## src/rtl/td4_core_if.sv

```systemverilog
// rtl/td4_core_if.sv - program-ROM bus between the TD4 core and its instruction ROM
interface td4_core_if;
   logic [3:0] rom_addr;
   logic [7:0] rom_data;

   modport master (output rom_addr, input rom_data);
   modport slave  (input rom_addr, output rom_data);
endinterface

```

## src/rtl/td4_core.sv

```systemverilog
// rtl/td4_core.sv - TD4 4-bit CPU execution core with tick prescaler
// Optional self-loop halt detector enabled by TD4_HALT_DETECT_EN.
module td4_core #(
   parameter int unsigned CLK_DIV = 1
) (
   input  logic        clk,
   input  logic        reset,
   td4_core_if.master  rom,
   input  logic [3:0]  in_port,
   output logic [3:0]  out_port,
   output logic        carry,
   output logic        halted
);
   localparam logic [23:0] DIV_LAST = 24'(CLK_DIV - 1);

   logic [23:0] presc_q, presc_d;
   logic [3:0]  pc_q, pc_d;
   logic [3:0]  a_q, a_d;
   logic [3:0]  b_q, b_d;
   logic [3:0]  out_q, out_d;
   logic        c_q, c_d;

   logic        tick;
   logic [3:0]  op;
   logic [3:0]  im;
   logic [3:0]  src;
   logic [4:0]  sum;

   assign tick = (presc_q == DIV_LAST);
   assign op   = rom.rom_data[7:4];
   assign im   = rom.rom_data[3:0];

   // Source operand of the shared adder; unnamed sources contribute zero.
   always_comb begin
      src = 4'd0;
      case (op)
         4'b0000, 4'b0100: src = a_q;
         4'b0101, 4'b0001, 4'b1001: src = b_q;
         4'b0010, 4'b0110: src = in_port;
         default: src = 4'd0;
      endcase
   end

   assign sum = {1'b0, src} + {1'b0, im};

   always_comb begin
      presc_d = tick ? 24'd0 : presc_q + 24'd1;
      pc_d    = pc_q;
      a_d     = a_q;
      b_d     = b_q;
      out_d   = out_q;
      c_d     = c_q;
      if (tick) begin
         pc_d = pc_q + 4'd1;
         c_d  = sum[4];
         case (op)
            4'b0000, 4'b0011, 4'b0001, 4'b0010: a_d = sum[3:0];
            4'b0101, 4'b0111, 4'b0100, 4'b0110: b_d = sum[3:0];
            4'b1001, 4'b1011: out_d = sum[3:0];
            4'b1111: pc_d = im;
            // JNC tests the carry left by the previous instruction.
            4'b1110: if (!c_q) pc_d = im;
            default: ;
         endcase
      end
   end

   always_ff @(posedge clk) begin
      if (reset) begin
         presc_q <= 24'd0;
         pc_q    <= 4'd0;
         a_q     <= 4'd0;
         b_q     <= 4'd0;
         out_q   <= 4'd0;
         c_q     <= 1'b0;
      end else begin
         presc_q <= presc_d;
         pc_q    <= pc_d;
         a_q     <= a_d;
         b_q     <= b_d;
         out_q   <= out_d;
         c_q     <= c_d;
      end
   end

   assign rom.rom_addr = pc_q;
   assign out_port     = out_q;
   assign carry        = c_q;

`ifdef TD4_HALT_DETECT_EN
   logic halted_q, halted_d, halt_hit;

   assign halt_hit = (im == pc_q) && ((op == 4'b1111) || ((op == 4'b1110) && !c_q));
   assign halted_d = halted_q | (tick & halt_hit);

   always_ff @(posedge clk) begin
      if (reset) halted_q <= 1'b0;
      else       halted_q <= halted_d;
   end

   assign halted = halted_q;
`else
   assign halted = 1'b0;
`endif
endmodule

```

## src/flat_wrapper.sv

```systemverilog
// flat-port wrapper written by rule: the top's interface ports become plain ports
module td4_core_flat 
#(
   parameter int unsigned CLK_DIV = 1
)
  (clk, reset, in_port, out_port, carry, halted, rom_rom_addr, rom_rom_data);
  td4_core_if rom_i ();
  input  logic clk;
  input  logic reset;
  input  logic [3:0] in_port;
  output logic [3:0] out_port;
  output logic carry;
  output logic halted;
  output wire logic [$bits(rom_i.rom_addr)-1:0] rom_rom_addr;
  input wire logic [$bits(rom_i.rom_data)-1:0] rom_rom_data;
  assign rom_rom_addr = rom_i.rom_addr;
  assign rom_i.rom_data = rom_rom_data;
  td4_core #(.CLK_DIV(CLK_DIV)) u_core (.clk(clk), .reset(reset), .rom(rom_i), .in_port(in_port), .out_port(out_port), .carry(carry), .halted(halted));
endmodule
```

## config.mk

```make
export PLATFORM = sky130hd
export DESIGN_NAME = td4_core_flat
export DESIGN_NICKNAME = d
export VERILOG_FILES = /design/src/rtl/td4_core_if.sv /design/src/rtl/td4_core.sv /design/src/flat_wrapper.sv
export SDC_FILE = /design/constraint.sdc
export NUM_CORES = 1
export LEC_CHECK = 0
export BUFFER_PORTS_ARGS = -buffer_cell sky130_fd_sc_hd__clkbuf_2
export CORE_ASPECT_RATIO = 2
export CORE_MARGIN = 2
export CORE_UTILIZATION = 30
export CTS_CLUSTER_SIZE = 25
export DETAILED_ROUTE_END_ITERATION = 10
export SKIP_CTS_REPAIR_TIMING = 1
export SLEW_MARGIN = 10
export SYNTH_ARGS = -nofsm -noshare
export SYNTH_HDL_FRONTEND = slang
export SYNTH_SLANG_ARGS = --single-unit
```

## constraint.sdc

```tcl
create_clock -name clk -period 3.5 [get_ports clk]
set_input_delay 0.7 -clock clk [delete_from_list [all_inputs] [get_ports clk]]
set_output_delay 0.7 -clock clk [all_outputs]
set_load 0.01 [all_outputs]
```

Word-level counts from Yosys, hierarchy flattened
Cells that the tools add are included.

$add $sub $neg: 3. Eq/ne operators: 11. Mux-type cells: 3. Reduce and logical (&&, ||, !) cells: 12.

Operators by type and width (number): adder 24 x 1 -> 24 bit (second input constant) (1); logical NOT 24 bit (1); equality test 4 x 3 -> 1 bit (second input constant) (4); equality test 4 bit (second input constant) (4); one-hot mux 4 bit (3 select lines) (1); equality test 4 x 2 -> 1 bit (second input constant) (2); one-hot mux 4 bit (2 select lines) (1); OR reduction 2 bit (4); OR reduction 4 bit (2); AND reduction 2 bit (3); adder 4 x 4 -> 5 bit (1); adder 4 x 1 -> 4 bit (second input constant) (1); equality test 4 x 1 -> 1 bit (second input constant) (1); logical NOT 4 bit (1); 2-to-1 mux 4 bit (1); OR reduction 3 bit (1).

Bits in registers: 41. Bits of input ports: 14. Output and inout bits: 10. Word-level logic and storage cells: 35.

Longest topological paths before layout
Depth after elaboration: 4. Depth in mapped cells: 11. Mapped depth without buffers: 11.

Worst setup path after synthesis
OpenSTA, ideal clock, no wires.

Path type: input to register. Start: input port rom_rom_data[5]. End: register u_core.b_q[3]. Setup time: 0.061 ns. Arrival time: 2.749 ns. Path slack: 0.690 ns. Stages on the path: 9. Buffers on the path: 1. Path through: clkbuf_1 -> a211oi_1 -> nand2_1 -> o21ai_0 -> ha_1 -> a21o_1 -> and3_1 -> a2111oi_0 -> mux2_2.

Cells in the longest elaborated chain, start to end: 4.

RTL lines: start, declared (RTL line flat_wrapper.sv:15) `input wire logic [$bits(rom_i.rom_data)-1:0] rom_rom_data;`; equality test 4 x 1 -> 1 bit, or another cell as far along (RTL line td4_core.sv:36) `case (op)`; OR reduction 3 bit or OR reduction 2 bit (tied branches) (RTL line td4_core.sv:36); one-hot mux 4 bit (3 select lines) (RTL line td4_core.sv:36); adder 4 x 4 -> 5 bit (RTL line td4_core.sv:44) `assign sum = {1'b0, src} + {1'b0, im};`; end signal, assigned (RTL line td4_core.sv:73) `b_q <= 4'd0;`; end signal, assigned (RTL line td4_core.sv:80) `b_q <= b_d;`; end, declared (RTL line td4_core.sv:19) `logic [3:0] b_q, b_d;`.

Several ways; a longest one is shown, not always the timed one. A chain may end at the register's enable or synchronous reset.

Final worst setup path
Start: input port rom_rom_data[5]. End: register u_core.a_q[3].

Cells in the longest elaborated chain, start to end: 4.

RTL lines: equality test 4 x 1 -> 1 bit, or another cell as far along (RTL line td4_core.sv:36, td4_core.sv:56); OR reduction 3 bit or OR reduction 2 bit (tied branches) (RTL line td4_core.sv:36); one-hot mux 4 bit (3 select lines) (RTL line td4_core.sv:36); adder 4 x 4 -> 5 bit (RTL line td4_core.sv:44); end signal, assigned (RTL line td4_core.sv:72) `a_q <= 4'd0;`; end signal, assigned (RTL line td4_core.sv:79) `a_q <= a_d;`; end, declared (RTL line td4_core.sv:18) `logic [3:0] a_q, a_d;`.

Several ways; a longest one is shown, not always the timed one.

==> results summary <==
The antenna violation net count after detailed routing is 0. The largest buffer count on any clock path came out at 2. TritonCTS built the clock tree. The leakage dissipation came out at around 0.9 nW. The total core area came out at a little over 0.007 mm2. Synthesis instantiated 49 different standard cells from the library. Setup repair after global routing left no endpoint under its margin. The total global routing overflow is 0.

Clock latency on the worst-skew pair, taken at its later pin, is approximately 0.3 ns. Of all nets on the critical path, the largest fanout is 6. The power per cell area came out at between 400 and 500 mW/mm2. The number of I/O port buffers came out at 22.

The total via count in the routed design is ~2000. The final HPWL from detailed placement is around 4500 um. The run finished with clean final reports.

The share of Yosys cell area claimed by the top area cell type came out at 36.8%. The area enclosed by the die boundary came out at slightly above 0.008 mm2. The number of nets in the final layout came out at slightly above 300.

The pre-antenna-repair detailed-routing pass consisted of 4 iterations. The initial core utilization is 31.0%. STA classifies the critical path endpoint as a flip-flop. The max-cap violation count came out at 0. The worst slew margin relative to its limit came out at between 40 and 50%. For this run, the leading register cell type out of synthesis is dfxtp_1. The total routing usage reported by global routing is ~16%. The worst hold path belongs to the class flip-flop to flip-flop. Dividing the detail-routed wire length by the instance count gives about 16 um.

The number of placement rows is between 40 and 50. The initial detailed-routing violation count came out at about 120. For the worst setup path, the data required time is ~3.7 ns. The mean instance size in the synthesized netlist is about 8.5 um2. Data arrives at the worst endpoint at approximately 3 ns. The global-route wire length before repair came out at a little under 10000 um. Counting flops and latches in the post-synthesis netlist gives roughly 40. The via count of the first global-routing pass came out at 2022. The proportion of synthesized chip area in sequential cells came out at a little under two fifths. The peak ir drop on the vdd network is roughly 0.21 mV. The number of antenna diodes in the final layout is 0.

Among all cell types in the netlist, the one instantiated most often is dfxtp_1. The share of synthesized registers carrying an async set or reset came out at 0%. The layout overhead on the synthesized area came out at 13.5%. The final clock skew came out at about 0.0079 ns. The final cell count without fillers came out at around 370.

The number of design rule violations left after detail routing came out at 0. In the synthesized netlist, the number of instances is 264. The pin slew with the least headroom to its limit is 0.775 ns. By count the netlist is led by dfxtp_1 (41), a21oi_1 (21), nor2_1 (21), nand2_1 (16), nand3_1 (16). STA classifies the critical path startpoint as an input port.

The total CTS buffers is 5. The placed instance count is around 370. The core utilization of the finished layout is between 30% and 40%. In this run the vertical extent of the chip is approximately 130 um. The global placement routability congestion is 0.860. In the post-synthesis netlist, the biggest area contributors are dfxtp_1 (37%), a21oi_1 (4.7%), xnor2_1 (4.3%), o31ai_1 (4.0%), ha_1 (3.9%). The clock tree synthesis step divided the H-tree into 2 levels. The total I/O pin count came out at 24. The maximum number of pins on one net before global-route repair is 22.

Dividing the final minimum period by the clock period gives between 80% and 90%. The clock period minus final worst setup slack is between 2 and 3 ns. In this run, synthesis inferred 0 flip-flops with an integrated enable. The number of synthesis warnings came out at 0. The net count after synthesis is around 290. The critical path class is input port to flip-flop. In the final timing run, aggregate negative setup slack is 0 ns. The average vias per placed instance is approximately 5.4. The horizontal extent of the die came out at 65.0 um. The tree is rooted in a clkbuf_16. The clock sink count is 41. The synthesized cell area is between 0.002 and 0.0025 mm2. The ratio of cells with drive above 1 in the final layout is around an eighth. The initial antenna violation count came out at 0.

The number of setup violations in the final report is 0. The number of max-slew violations in the final report is 0. The maximum clock frequency is around 0.35 GHz. The number of hold violations in the final report came to 0. The final wirelength came out at between 6000 and 7000 um. The biggest area contributor in the post-synthesis netlist is dfxtp_1. The clock-pin slew on the worst setup and hold paths is ~0.06 ns.
[flip-flops by register name (all words and copies together) (netlist names)]
name / flops
u_core.a_q: 4
u_core.b_q: 4
u_core.carry: 1
u_core.out_port: 4
u_core.presc_q: 24
u_core.rom.rom_addr: 4
[cells in the final DEF, fill, tap and decap left out, types with 7 or more instances in the layout]
master,instances
a21oi_1,21
and3_1,7
clkbuf_2,22
dfxtp_1,41
ha_1,7
inv_1,10
nand2_1,16
nand3_1,16
nand4_1,8
nor2_1,21
o21ai_0,11
o31ai_1,12
or4_1,9
xnor2_1,11
[layer usage]
layer / GRT usage (%) / vias up / wire length, um
li1: - / 1015 / -
met1: 14.9 / 963 / 2200
met2: 28.9 / 29 / 3350
met3: 3.13 / 17 / 177
met4: 10.0 / 0 / 278
met5: 0 / - / 0
[per-stage QoR]
stage | hold WS [ns] | cell area, um2 | power [mW] | setup slack [ns]
2_1_floorplan | 0.442 | 2230 | 0.552 | 0.690
3_3_place_gp | 0.461 | 2390 | 0.587 | 0.425
3_5_place_dp | 0.473 | 2390 | 0.587 | 0.358
4_1_cts | 0.480 | 2530 | 1.04 | 0.657
5_1_grt | 0.499 | 2530 | 1.07 | 0.331
6_report | 0.480 | 2530 | 1.03 | 0.668
[worst max-delay path, stage by stage]
cell and delay, ns:
clkbuf_2 0.15, a211oi_1 0.44, nand2_1 0.13, o21ai_0 0.11, ha_1 0.26, a21o_1 0.19
and3_1 0.17, a2111oi_0 0.65, mux2_2 0.28
[power by group]
| group | leakage (nW) | internal, mW | total, mW | switching (mW) |
|---|---|---|---|---|
| Clock | 0.0706 | 0.262 | 0.454 | 0.192 |
| Combinational | 0.508 | 0.0374 | 0.0880 | 0.0505 |
| Sequential | 0.332 | 0.479 | 0.489 | 0.00978 |
| Total | 0.911 | 0.779 | 1.03 | 0.252 |
[cell families after synthesis]
| logic type | Yosys count | share of synthesized area [%] |
|---|---|---|
| simple gates | 105 | 26.3 |
| xor+xnor | 13 | 5.10 |
| other cells | 1 | 0.168 |
| flops | 41 | 36.8 |
| buf+inv | 24 | 4.88 |
| mux | 8 | 3.70 |
| fa+ha+maj | 8 | 4.82 |
| compound gates | 64 | 18.2 |
[layout make-up]
type,count,area [um2]
tap,92,115
multi-input combinational,199,1300
clock buffer,6,129
clock inverter,2,10.0
inverter,10,37.5
sequential,41,821
fill,765,4680
timing repair buffer,23,118
[worst paths after layout]
| path | start | endpoint | slack (ns) | cells after the start |
|---|---|---|---|---|
| max reg2reg | u_core.presc_q[0] | u_core.b_q[1] | 1.07 | 6 |
| min | u_core.b_q[2] | u_core.b_q[2] | 0.48 | 2 |
| min reg2reg | u_core.b_q[2] | u_core.b_q[2] | 0.48 | 2 |
| max | rom_rom_data[5] | u_core.a_q[3] | 0.67 | 9 |
No activity file was read; power rests on OpenSTA's default activity.
